--- src/rtl/fpu_issue_ctrl.sv ---
// Issue/retire controller between FP decode and the FP ALU.
// Holds one operation's operands and op code stable for the op-specific ALU
// latency, then captures the result and folds exception flags into fflags.
module fpu_issue_ctrl #(
  parameter int unsigned LAT_ADDSUB = 7,
  parameter int unsigned LAT_MUL    = 5,
  parameter int unsigned LAT_DIV    = 6,
  parameter int unsigned LAT_SQRT   = 16,
  parameter int unsigned LAT_CVT    = 6,
  parameter int unsigned LAT_CMP    = 1
) (
  input  logic        iclock,
  input  logic        irst_n,
  input  logic        istart,
  input  logic [4:0]  icontrol,
  input  logic [31:0] idataa,
  input  logic [31:0] idatab,
  input  logic        iclearflags,
  output logic [31:0] ofpa,
  output logic [31:0] ofpb,
  output logic [4:0]  ofpcontrol,
  input  logic [31:0] ifpresult,
  input  logic        ifpnan,
  input  logic        ifpzero,
  input  logic        ifpoverflow,
  input  logic        ifpunderflow,
  input  logic        ifpcomp,
  output logic        obusy,
  output logic        odone,
  output logic [31:0] oresult,
  output logic        ocompresult,
  output logic        ozero,
  output logic [4:0]  oflags
);

  // FP ALU op codes
  localparam logic [4:0] FOPADD    = 5'd0;
  localparam logic [4:0] FOPSUB    = 5'd1;
  localparam logic [4:0] FOPMUL    = 5'd2;
  localparam logic [4:0] FOPDIV    = 5'd3;
  localparam logic [4:0] FOPSQRT   = 5'd4;
  localparam logic [4:0] FOPCEQ    = 5'd10;
  localparam logic [4:0] FOPCLT    = 5'd11;
  localparam logic [4:0] FOPCLE    = 5'd12;
  localparam logic [4:0] FOPMAX    = 5'd13;
  localparam logic [4:0] FOPMIN    = 5'd14;
  localparam logic [4:0] FOPCVTSW  = 5'd15;
  localparam logic [4:0] FOPCVTWS  = 5'd16;
  localparam logic [4:0] FOPCVTSWU = 5'd17;
  localparam logic [4:0] FOPCVTWUS = 5'd18;

  localparam logic [1:0] StIdle = 2'd0;
  localparam logic [1:0] StBusy = 2'd1;
  localparam logic [1:0] StDone = 2'd2;

  logic [1:0] state_q;
  logic [4:0] cnt_q;
  logic [4:0] lat_m1;
  logic       accept;
  logic       capture;
  logic       div_by_zero;
  logic [4:0] flags_d;

  // Counter preload (latency minus one) for the incoming op code
  always_comb begin
    lat_m1 = 5'd0;
    case (icontrol)
      FOPADD, FOPSUB:                           lat_m1 = 5'(LAT_ADDSUB - 1);
      FOPMUL:                                   lat_m1 = 5'(LAT_MUL - 1);
      FOPDIV:                                   lat_m1 = 5'(LAT_DIV - 1);
      FOPSQRT:                                  lat_m1 = 5'(LAT_SQRT - 1);
      FOPCVTSW, FOPCVTWS, FOPCVTSWU, FOPCVTWUS: lat_m1 = 5'(LAT_CVT - 1);
      FOPCEQ, FOPCLT, FOPCLE, FOPMAX, FOPMIN:   lat_m1 = 5'(LAT_CMP - 1);
      default:                                  lat_m1 = 5'd0;
    endcase
  end

  // Accept only outside BUSY; capture only on BUSY's final edge, so they never coincide
  assign accept  = istart && (state_q != StBusy);
  assign capture = (state_q == StBusy) && (cnt_q == 5'd0);
  assign obusy   = (state_q == StBusy);
  assign odone   = (state_q == StDone);

  // Divide-by-zero: finite non-zero dividend over a signed zero divisor
  assign div_by_zero = (ofpcontrol == FOPDIV) && (ofpb[30:0] == 31'd0) &&
                       (ofpa[30:23] != 8'hFF) && (ofpa[30:0] != 31'd0);

  // Sticky flags: clear first, then OR in this edge's capture
  always_comb begin
    flags_d = iclearflags ? 5'd0 : oflags;
    if (capture) begin
      flags_d = flags_d | {ifpnan, div_by_zero, ifpoverflow, ifpunderflow, 1'b0};
    end
  end

  // Control FSM and latency counter
  always_ff @(posedge iclock or negedge irst_n) begin
    if (!irst_n) begin
      state_q <= StIdle;
      cnt_q   <= 5'd0;
    end else begin
      case (state_q)
        StIdle, StDone: begin
          if (accept) begin
            state_q <= StBusy;
            cnt_q   <= lat_m1;
          end else begin
            state_q <= StIdle;
          end
        end
        StBusy: begin
          if (cnt_q == 5'd0) begin
            state_q <= StDone;
          end else begin
            cnt_q <= cnt_q - 5'd1;
          end
        end
        default: begin
          state_q <= StIdle;
          cnt_q   <= 5'd0;
        end
      endcase
    end
  end

  // Operand and op registers in front of the ALU
  always_ff @(posedge iclock or negedge irst_n) begin
    if (!irst_n) begin
      ofpa       <= 32'd0;
      ofpb       <= 32'd0;
      ofpcontrol <= 5'd0;
    end else if (accept) begin
      ofpa       <= idataa;
      ofpb       <= idatab;
      ofpcontrol <= icontrol;
    end
  end

  // Result capture at retire
  always_ff @(posedge iclock or negedge irst_n) begin
    if (!irst_n) begin
      oresult     <= 32'd0;
      ocompresult <= 1'b0;
      ozero       <= 1'b0;
    end else if (capture) begin
      oresult     <= ifpresult;
      ocompresult <= ifpcomp;
      ozero       <= ifpzero;
    end
  end

  // Accrued exception flags {NV, DZ, OF, UF, NX}
  always_ff @(posedge iclock or negedge irst_n) begin
    if (!irst_n) begin
      oflags <= 5'd0;
    end else begin
      oflags <= flags_d;
    end
  end

endmodule

--- config.mk ---
export PLATFORM = sky130hd
export DESIGN_NAME = fpu_issue_ctrl
export DESIGN_NICKNAME = d
export VERILOG_FILES = /design/src/rtl/fpu_issue_ctrl.sv
export SDC_FILE = /design/constraint.sdc
export NUM_CORES = 1
export LEC_CHECK = 0
export BUFFER_PORTS_ARGS = -buffer_cell sky130_fd_sc_hd__buf_2
export CELL_PAD_IN_SITES_DETAIL_PLACEMENT = 0
export CELL_PAD_IN_SITES_GLOBAL_PLACEMENT = 1
export CORE_ASPECT_RATIO = 0.9
export CORE_UTILIZATION = 35
export CTS_CLUSTER_DIAMETER = 50
export DETAILED_ROUTE_END_ITERATION = 16
export PLACE_DENSITY = 0.82
export SLEW_MARGIN = 20
export SYNTH_ARGS = -nofsm -noshare
export SYNTH_HDL_FRONTEND = slang
export SYNTH_SLANG_ARGS = --single-unit
--- constraint.sdc ---
create_clock -name iclock -period 2.44 [get_ports iclock]
set_input_delay 0.244 -clock iclock [delete_from_list [all_inputs] [get_ports iclock]]
set_output_delay 0.244 -clock iclock [all_outputs]
set_load 0.05 [all_outputs]
==> results of run 1 <==
-- how the worst min path moves through the flow --
stage / start / endpoint / slack [ns]
5_1_grt: idatab[25] / ofpb[25] / 0.06
3_3_place_gp: irst_n / ofpb[12] / 0.18
3_5_place_dp: irst_n / ofpb[12] / 0.18
6_report: ifpunderflow / oflags[1] / 0.06
2_1_floorplan: irst_n / cnt_q[0] / -0.05
4_1_cts: ifpunderflow / oflags[1] / 0.04
-- area by class of cell --
| cell class | count | area (sq um) | area share |
|---|---|---|---|
| inverter | 8 | 30.0 | 0.00466 |
| tap | 164 | 205 | 0.0319 |
| clock buffer | 21 | 470 | 0.0731 |
| multi-input combinational | 185 | 1670 | 0.259 |
| sequential | 114 | 2850 | 0.443 |
| timing repair buffer | 222 | 1150 | 0.179 |
| clock inverter | 11 | 62.6 | 0.00972 |
-- sequential cells by signal, indices dropped and copies added (netlist names) --
| signal | cells |
|---|---|
| oflags | 4 |
| ozero | 1 |
| ocompresult | 1 |
| cnt_q | 5 |
| state_q | 2 |
| ofpa | 32 |
| ofpb | 32 |
| ofpcontrol | 5 |
| oresult | 32 |
-- kinds of logic after synthesis --
group,after synthesis,synth area share
compound gates,26,0.0356
fa+ha+maj,1,0.00270
buf+inv,21,0.0264
flops,114,0.615
mux,102,0.248
other cells,1,0.000809
simple gates,55,0.0718
-- layer usage --
layer,up-vias,GRT usage,wire length [um],share of wire
li1,1616,-,-,-
met5,-,0,0,0
met3,8,0.0643,766,0.070
met1,1692,0.200,4590,0.42
met4,0,0.0554,107,0.0098
met2,134,0.269,5420,0.50
-- per-stage QoR --
step / std cells / area [sq um] / setup WS [ns] / util / hold slack, ns
floorplan: 320 / 4640 / 0.704 / - / -0.0516
global placement: 692 / 5890 / 0.499 / 0.461 / 0.177
detailed placement: 692 / 5890 / 0.420 / 0.461 / 0.182
CTS: 725 / 6440 / 0.398 / 0.504 / 0.0448
global route: 725 / 6440 / 0.220 / 0.504 / 0.0564
finish: 725 / 6440 / 0.426 / 0.504 / 0.0641
-- worst max-delay path, stage by stage (launching register included) --
cell,delay (ns)
dfrtp_1,0.37
inv_1,0.09
ha_1,0.19
nor4b_4,0.30
and2_4,0.53
mux2_2,0.40
-- layout by cell type, fill, tap and decap left out, types with 5 or more instances in the layout --
master / count
mux2_2: 102
clkinv_2: 8
inv_1: 7
nor2_1: 8
clkbuf_16: 17
nor4_1: 16
buf_2: 217
nand2_1: 5
o21ai_0: 13
nand4_1: 5
dfrtp_1: 114
a21oi_1: 5
==> flow_summary.yaml, run 1 <==
global_route:
  grt-ovfl-total: 0
  grt_pass1_vias: 3505
  antenna_found_initial: 0
  grt_first_pass_wirelength_mm: 17.2
  grt_usage: 0.166
  grt_max_degree: 71
critical_path:
  endpoint: "oresult[23]"
  worstSetupPathType: "register to register"
  worst_setup_path_start_kind: "register"
  reg2reg_from: "cnt_q[0]"
  cp_max_fo: 39
  critPathArrivalTime_ns: 2.30
  worstRegToRegCells: 5
  reg2reg_to: "oresult[23]"
  critPathRequiredTime_ns: 2.72
  cp-end-kind: "register"
  ff2ff_setup_slack_ns: 0.43
  startpoint: "cnt_q[0]"
layout:
  antenna_cells: 0
  drive_above_1_share: 0.645
  n_fill_cell: 1157
  nets: 659
  area_growth_pct: 38.8
logic_synthesis:
  netlist_instances: 320
  synth_edf_count: 0
  synthFlopType: "dfrtp_1"
  synthesis.area_sq_um: 4640
  yosys_warnings: 0
  synth_area_per_cell_sq_um: 14.5
  synth_most_common_cell: "dfrtp_1"
  synth_common_cells: "114 x dfrtp_1, 102 x mux2_2, 16 x nor4_1"
  synth_area_leader_cell: "dfrtp_1"
  synthTopCellsByArea: "dfrtp_1 62%, mux2_2 25%, nor4_1 2.2%"
  ys_ff_latch: 114
  synth.distinct_cells: 37
  synth_top_area_share: 0.615
  synth_seq_area_share: 0.615
  synth_async_sr_flop_share: 1.00
  syn_nets: 431
clock_tree:
  clockBufferDepth: 2
  cts_tree: "done"
  path_clk_slew_ns: 0.05
  cts_sinks: 114
  cts_buffers: 17
  cts_setup_buffers: 0
  root_buffer: "clkbuf_16"
  htreeDepth: 4
  hold_buffers: 1
  cts_resized: 0
  clk_latency_ns: 0.40
sta:
  setup_tns_ns: 0
  min_period_ns: 2.01
  report.final.slew_viol_count: 0
  hold_viol_final: 0
  rsz0062_at_grt: "false"
  fin_crit_sh: 0.825
  finClkSkew_ns: 0.00620
  setup_viol: 0
  timing.fmax_mhz: 497
floorplanning:
  row_count: 39
  initial_core_util: 0.363
  die_x_um: 123
  pin_count: 220
  core_sq_um: 12800
  dieArea_sq_um: 13700
  die_h_um: 111
run_status:
  status: "finished, final reports clean"
detailed_routing:
  drt-initial-drc-count: 94
  vias: 3450
  drt_wl_total_mm: 10.9
  drtAntennaViolNets: 0
  routedWlPerCell_um: 15.0
  viasPerCell: 4.76
  drcViolationCount: 0
  firstDrtPassIters: 4
flow_run:
  maxCapViolations: 0
place:
  gp_congestion: 0.783
  io_buffers: 218
  dp_hpwl_mm: 8.06
min_path:
  hp-class: "input port to register"
  hold_depth: 3
Power of run 1 is left out: the tool's default activity adds up to more than one toggle a clock period on the data nets, which glitch-free logic cannot reach.
==> run 2: changes to the inputs <==
- ABC_AREA: unset -> 1
- PLACE_DENSITY: 0.82 -> 0.84
- clock period: 2.44 -> 2.08 ns (I/O delays scaled with it)
==> run 2 against run 1 <==
Register-to-register slack got worse by 0.10 ns; critical endpoint is now oresult[15]; non-clock buffer count increased by 44; synthesized area increased by 4.3%.
==> flow_summary.yaml, run 2 <==
place:
  dpl_cell_area_sq_um: 6060
  io_buffers: 218
  gp_congestion: 0.767
  dp_hpwl_mm: 8.73
detailed_routing:
  vias: 4079
  firstDrtPassIters: 4
  routedWlPerCell_um: 13.9
  drt_wl_total_mm: 12.4
  drt-initial-drc-count: 185
  drcViolationCount: 0
  viasPerCell: 4.55
  drtAntennaViolNets: 0
critical_path:
  startpoint: "cnt_q[0]"
  endpoint: "oresult[15]"
  reg2reg_to: "oresult[15]"
  worst_setup_path_start_kind: "register"
  critPathRequiredTime_ns: 2.37
  ff2ff_setup_slack_ns: 0.33
  worstSetupPathType: "register to register"
  worstRegToRegCells: 8
  cp-end-kind: "register"
  reg2reg_from: "cnt_q[0]"
  cp_max_fo: 26
  critPathArrivalTime_ns: 2.05
floorplanning:
  pin_count: 220
  dieArea_sq_um: 14300
  die_h_um: 114
  row_count: 40
  die_x_um: 126
  initial_core_util: 0.361
  core_sq_um: 13400
sta:
  fin_crit_sh: 0.843
  slew_headroom: 0.616
  report.final.slew_viol_count: 0
  hold_viol_final: 0
  setup_tns_ns: 0
  setup_viol: 0
  min_period_ns: 1.75
  finClkSkew_ns: 0.00380
  worst_pin_slew_ns: 0.576
  timing.fmax_mhz: 570
  rsz0062_at_grt: "false"
logic_synthesis:
  synth_common_cells: "151 x nand2_1, 114 x dfrtp_1, 60 x mux2_2"
  synth_seq_area_share: 0.590
  synthTopCellsByArea: "dfrtp_1 59%, mux2_2 14%, nand2_1 12%"
  syn_nets: 556
  ys_ff_latch: 114
  synth.distinct_cells: 29
  synth_top_area_share: 0.590
  synth_most_common_cell: "nand2_1"
  synth_area_leader_cell: "dfrtp_1"
  synth_edf_count: 0
  synth_area_per_cell_sq_um: 10.9
  netlist_instances: 445
  synth_async_sr_flop_share: 1.00
  yosys_warnings: 0
  synthFlopType: "dfrtp_1"
  synthesis.area_sq_um: 4840
layout:
  reg_top3: "ofpa (32), ofpb (32), oresult (32)"
  final_cell_mix: "217 x buf_2, 151 x nand2_1, 114 x dfrtp_1"
  nets: 826
  fin_area_sq_um: 7070
  final_common_cell: "buf_2"
  drive_above_1_share: 0.449
  antenna_cells: 0
  area_growth_pct: 46.2
global_route:
  grt_usage: 0.184
  antenna_found_initial: 0
  grt_pass1_vias: 4143
  grt_max_degree: 41
  grt_first_pass_wirelength_mm: 20.4
  grt-ovfl-total: 0
clock_tree:
  htreeDepth: 4
  cts_tree: "done"
  clk_latency_ns: 0.40
  root_buffer: "clkbuf_16"
  path_clk_slew_ns: 0.05
  cts_sinks: 114
  clockBufferDepth: 2
  cts_buffers: 17
min_path:
  worstHoldStart: "ifpresult[7]"
  hold_depth: 3
  hp-class: "input port to register"
run_status:
  status: "finished, final reports clean"
flow_run:
  maxCapViolations: 0
run 2: layout make-up:
cell class / instances / area, sq um
Fill cell: 1174 / 6340
Sequential cell: 114 / 2850
Multi-Input combinational cell: 299 / 1730
Timing Repair Buffer: 266 / 1600
Clock buffer: 22 / 484
Tap cell: 168 / 210
Clock inverter: 10 / 130
Inverter: 17 / 63.8
run 2: worst min-delay path by stage:
| stage | slack (ns) | to |
|---|---|---|
| 2_1_floorplan | -0.09 | cnt_q[0] |
| 3_3_place_gp | 0.23 | ofpa[31] |
| 3_5_place_dp | 0.24 | ofpb[31] |
| 4_1_cts | 0.004 | ofpa[4] |
| 5_1_grt | 0.01 | ofpa[29] |
| 6_report | 0.02 | oresult[7] |
run 2: critical path: stages, from the launching register on:
cell and delay, ns:
dfrtp_1 0.38, inv_1 0.11, ha_1 0.18, inv_1 0.06, nor3_2 0.24, nand3_4 0.22, buf_4 0.28, nand2_1 0.11
nand2_1 0.06
run 2: cell families after synthesis:
logic type / Yosys count / synth area share
muxes: 65 / 0.151
other: 1 / 0.000775
buffers and inverters: 32 / 0.0530
AOI/OAI and AO/OA: 17 / 0.0207
and+or+nand+nor: 215 / 0.182
adders and majority gates: 1 / 0.00259
DFF: 114 / 0.590
run 2: through the flow:
step                setup WS [ns]  utilization  instances  hold WS, ns
floorplan                   0.401            -        445      -0.0876
global placement            0.414        0.452        825        0.229
detailed placement          0.297        0.452        825        0.240
CTS                         0.294        0.527        896      0.00350
global route                0.115        0.527        896      0.00975
finish                      0.326        0.527        896       0.0175
run 2: timing repair:
| item | in CTS | in global routing |
|---|---|---|
| setup buffers | 0 | 0 |
| hold buffers | 39 | 0 |
| resized for setup | 0 | 0 |
| hold endpoints to repair | 76 | 0 |
run 2: routing by layer:
| metal | track usage | vias up | share of wire |
|---|---|---|---|
| met3 | 0.0568 | 15 | 0.069 |
| li1 | - | 1977 | - |
| met2 | 0.303 | 174 | 0.49 |
| met1 | 0.227 | 1913 | 0.43 |
| met4 | 0.0747 | 0 | 0.014 |
| met5 | 0 | - | 0 |
Power of run 2 is left out for the same reason.
==> run 3: changes to the inputs <==
- CORE_UTILIZATION: 35 -> 31
- PLACE_DENSITY: 0.84 -> 0.79
- clock period: 2.08 -> 1.5 ns (I/O delays scaled with it)
==> run 3 against run 2 <==
The flow now finishes with violations (negative setup slack); sequential share of layout area decreased by 4.8 points; register-to-register slack worse by 0.34 ns; global-route usage decreased by 0.10 points; cell count increased by 12%; worst setup slack got worse by 0.34 ns; critical path depth up 1; count of clock-buffer cells in the layout increased by 1; non-clock buffer count up 77; clock skew increased by 0.0039 ns; hold slack improved by 0.025 ns; cell area rose by 14%; utilization grew 0.94 points; critical endpoint is now oresult[2].
==> flow_summary.yaml, run 3 (synthesized netlist as in run 2, its figures left out) <==
run_status:
  status: "finished with violations"
  violations: "negative setup slack"
floorplanning:
  row_count: 42
  pin_count: 220
  die_x_um: 134
  core_sq_um: 15000
  initial_core_util: 0.323
  dieArea_sq_um: 16100
  die_h_um: 120
global_route:
  grt_pass1_vias: 4569
  grt-busiest-layer: "met2"
  grt_first_pass_wirelength_mm: 22.7
  antenna_found_initial: 0
  grt_usage: 0.183
  grt_max_degree: 49
  grt_use_met2: 0.319
  grtUsageMet1: 0.209
  use_met3: 0.0566
  grt-ovfl-total: 0
critical_path:
  reg2reg_to: "oresult[2]"
  reg2reg_from: "cnt_q[1]"
  critPathRequiredTime_ns: 1.80
  cpMaxStageDelayCell: "dfrtp_1"
  cp-end-kind: "register"
  worst_setup_path_start_kind: "register"
  crit_chain: "inv_2, ha_4, inv_2, nor3_4, nand3_4, buf_6, clkbuf_16, nand2_1, nand2_1"
  cp_max_fo: 8
  slowest_delay_ns: 0.38
  critPathArrivalTime_ns: 1.82
  worstRegToRegCells: 9
  ff2ff_setup_slack_ns: -0.02
  worstSetupPathType: "register to register"
clock_tree:
  cts_sinks: 114
  cts_tree: "done"
  htreeDepth: 4
  cts_buffers: 17
  root_buffer: "clkbuf_16"
  clockBufferDepth: 2
  clk_latency_ns: 0.41
  path_clk_slew_ns: 0.05
pwr:
  leakagePower_uw: 0.00403
  pwr-share-comb: 0.539
  worst_ir_drop_vdd_v: 0.00153
  p_sw_frac: 0.490
  power.switching_uw: 10500
  p_int_uw: 10900
  p_clk_frac: 0.194
  p_seq_frac: 0.267
  p_per_area_nw_per_um2: 2670
sta:
  hold_viol_final: 0
  rsz0062_at_grt: "true"
  setup_viol: 12
  min_period_ns: 1.52
  finClkSkew_ns: 0.00768
  setup_tns_ns: -0.0581
  timing.hold.ws_ns: 0.0420
  timing.fmax_mhz: 660
  layout_setup_ws_ns: -0.0161
  report.final.slew_viol_count: 0
  fin_crit_sh: 1.01
detailed_routing:
  routedWlPerCell_um: 14.4
  firstDrtPassIters: 4
  drt_wl_total_mm: 14.4
  viasPerCell: 4.43
  drt-initial-drc-count: 95
  drcViolationCount: 0
  vias: 4444
  drtAntennaViolNets: 0
layout:
  area_growth_pct: 66.1
  n_fill_cell: 1298
  nets: 903
  regArea_sq_um: 2850
  multiInputGateArea_sq_um: 1820
  finalNonFillerCells: 1004
  drive_above_1_share: 0.453
  reg_top3: "ofpa (32), ofpb (32), oresult (32)"
  final_cell_mix: "215 x buf_2, 134 x nand2_1, 114 x dfrtp_1"
  final_common_cell: "buf_2"
place:
  dp_hpwl_mm: 9.21
  dpl_worst_slack_ns: -0.0606
  gp_congestion: 0.842
  place_inst: 859
  io_buffers: 218
min_path:
  hold_depth: 3
  min_to: "state_q[0]"
  hp-class: "input port to register"
  worstHoldStart: "istart"
flow_run:
  maxCapViolations: 0
## run 3: cell count changes in the layout (fill, tap and decap cells not counted), moves of 3 or more
cell / delta
nand2_1: -17
dlygate4sd3_1: +63
buf_4: +8
buf_6: +3
inv_2: +4
inv_1: -4
nand2_2: +15
## run 3: layout make-up
cell class / instances / share of cell area
Tap cell: 198 / 0.0308
Multi-Input combinational cell: 299 / 0.226
Inverter: 17 / 0.00794
Timing Repair Buffer: 343 / 0.303
Sequential cell: 114 / 0.355
Antenna cell: 1 / 0.000311
Clock inverter: 9 / 0.0159
Clock buffer: 23 / 0.0607
## run 3: worst max path at each step
stage	slack [ns]	start	end	cells past startpoint
CTS	0.009	state_q[1]	obusy	3
detailed placement	-0.06	cnt_q[1]	cnt_q[2]	9
finish	-0.02	cnt_q[1]	oresult[2]	9
global placement	0.04	cnt_q[1]	cnt_q[2]	9
global route	-0.10	cnt_q[0]	oresult[8]	9
floorplan	-0.18	state_q[0]	ofpa[0]	6
## run 3: what timing repair did
item	in CTS	in global routing
gates cloned	2	1
hold buffers	102	0
gates resized for setup	12	25
setup endpoints to repair	42	43
pin swaps	0	5
hold endpoints to repair	195	0
setup buffers	5	2
## run 3: worst max-delay path: cells and delay by family (launching register included)
| kind | cells | cell delay [ns] |
|---|---|---|
| flops | 1 | 0.38 |
| simple gates | 4 | 0.43 |
| fa+ha+maj | 1 | 0.14 |
| buf+inv | 4 | 0.44 |
## run 3: routing by layer
layer / vias up / wire [um]
met5: - / 0
met2: 172 / 7410
met1: 2108 / 5920
li1: 2143 / -
met3: 21 / 881
met4: 0 / 231
## run 3: stage by stage
stage	power, uW	util	instance area, sq um
floorplan	13900	-	4850
global placement	16200	0.412	6170
detailed placement	16400	0.412	6170
CTS	21300	0.529	7930
global route	22600	0.536	8030
finish	21400	0.536	8030
## run 3: power groups by stage
stage	Combinational, uW	Clock [uW]	Sequential (uW)
global placement	10600	0	5630
detailed placement	10700	0	5700
CTS	11300	4270	5690
finish	11600	4170	5730
global route	12200	4440	5960
floorplan	3210	0	10700
(Power assumes the default switching activity.)
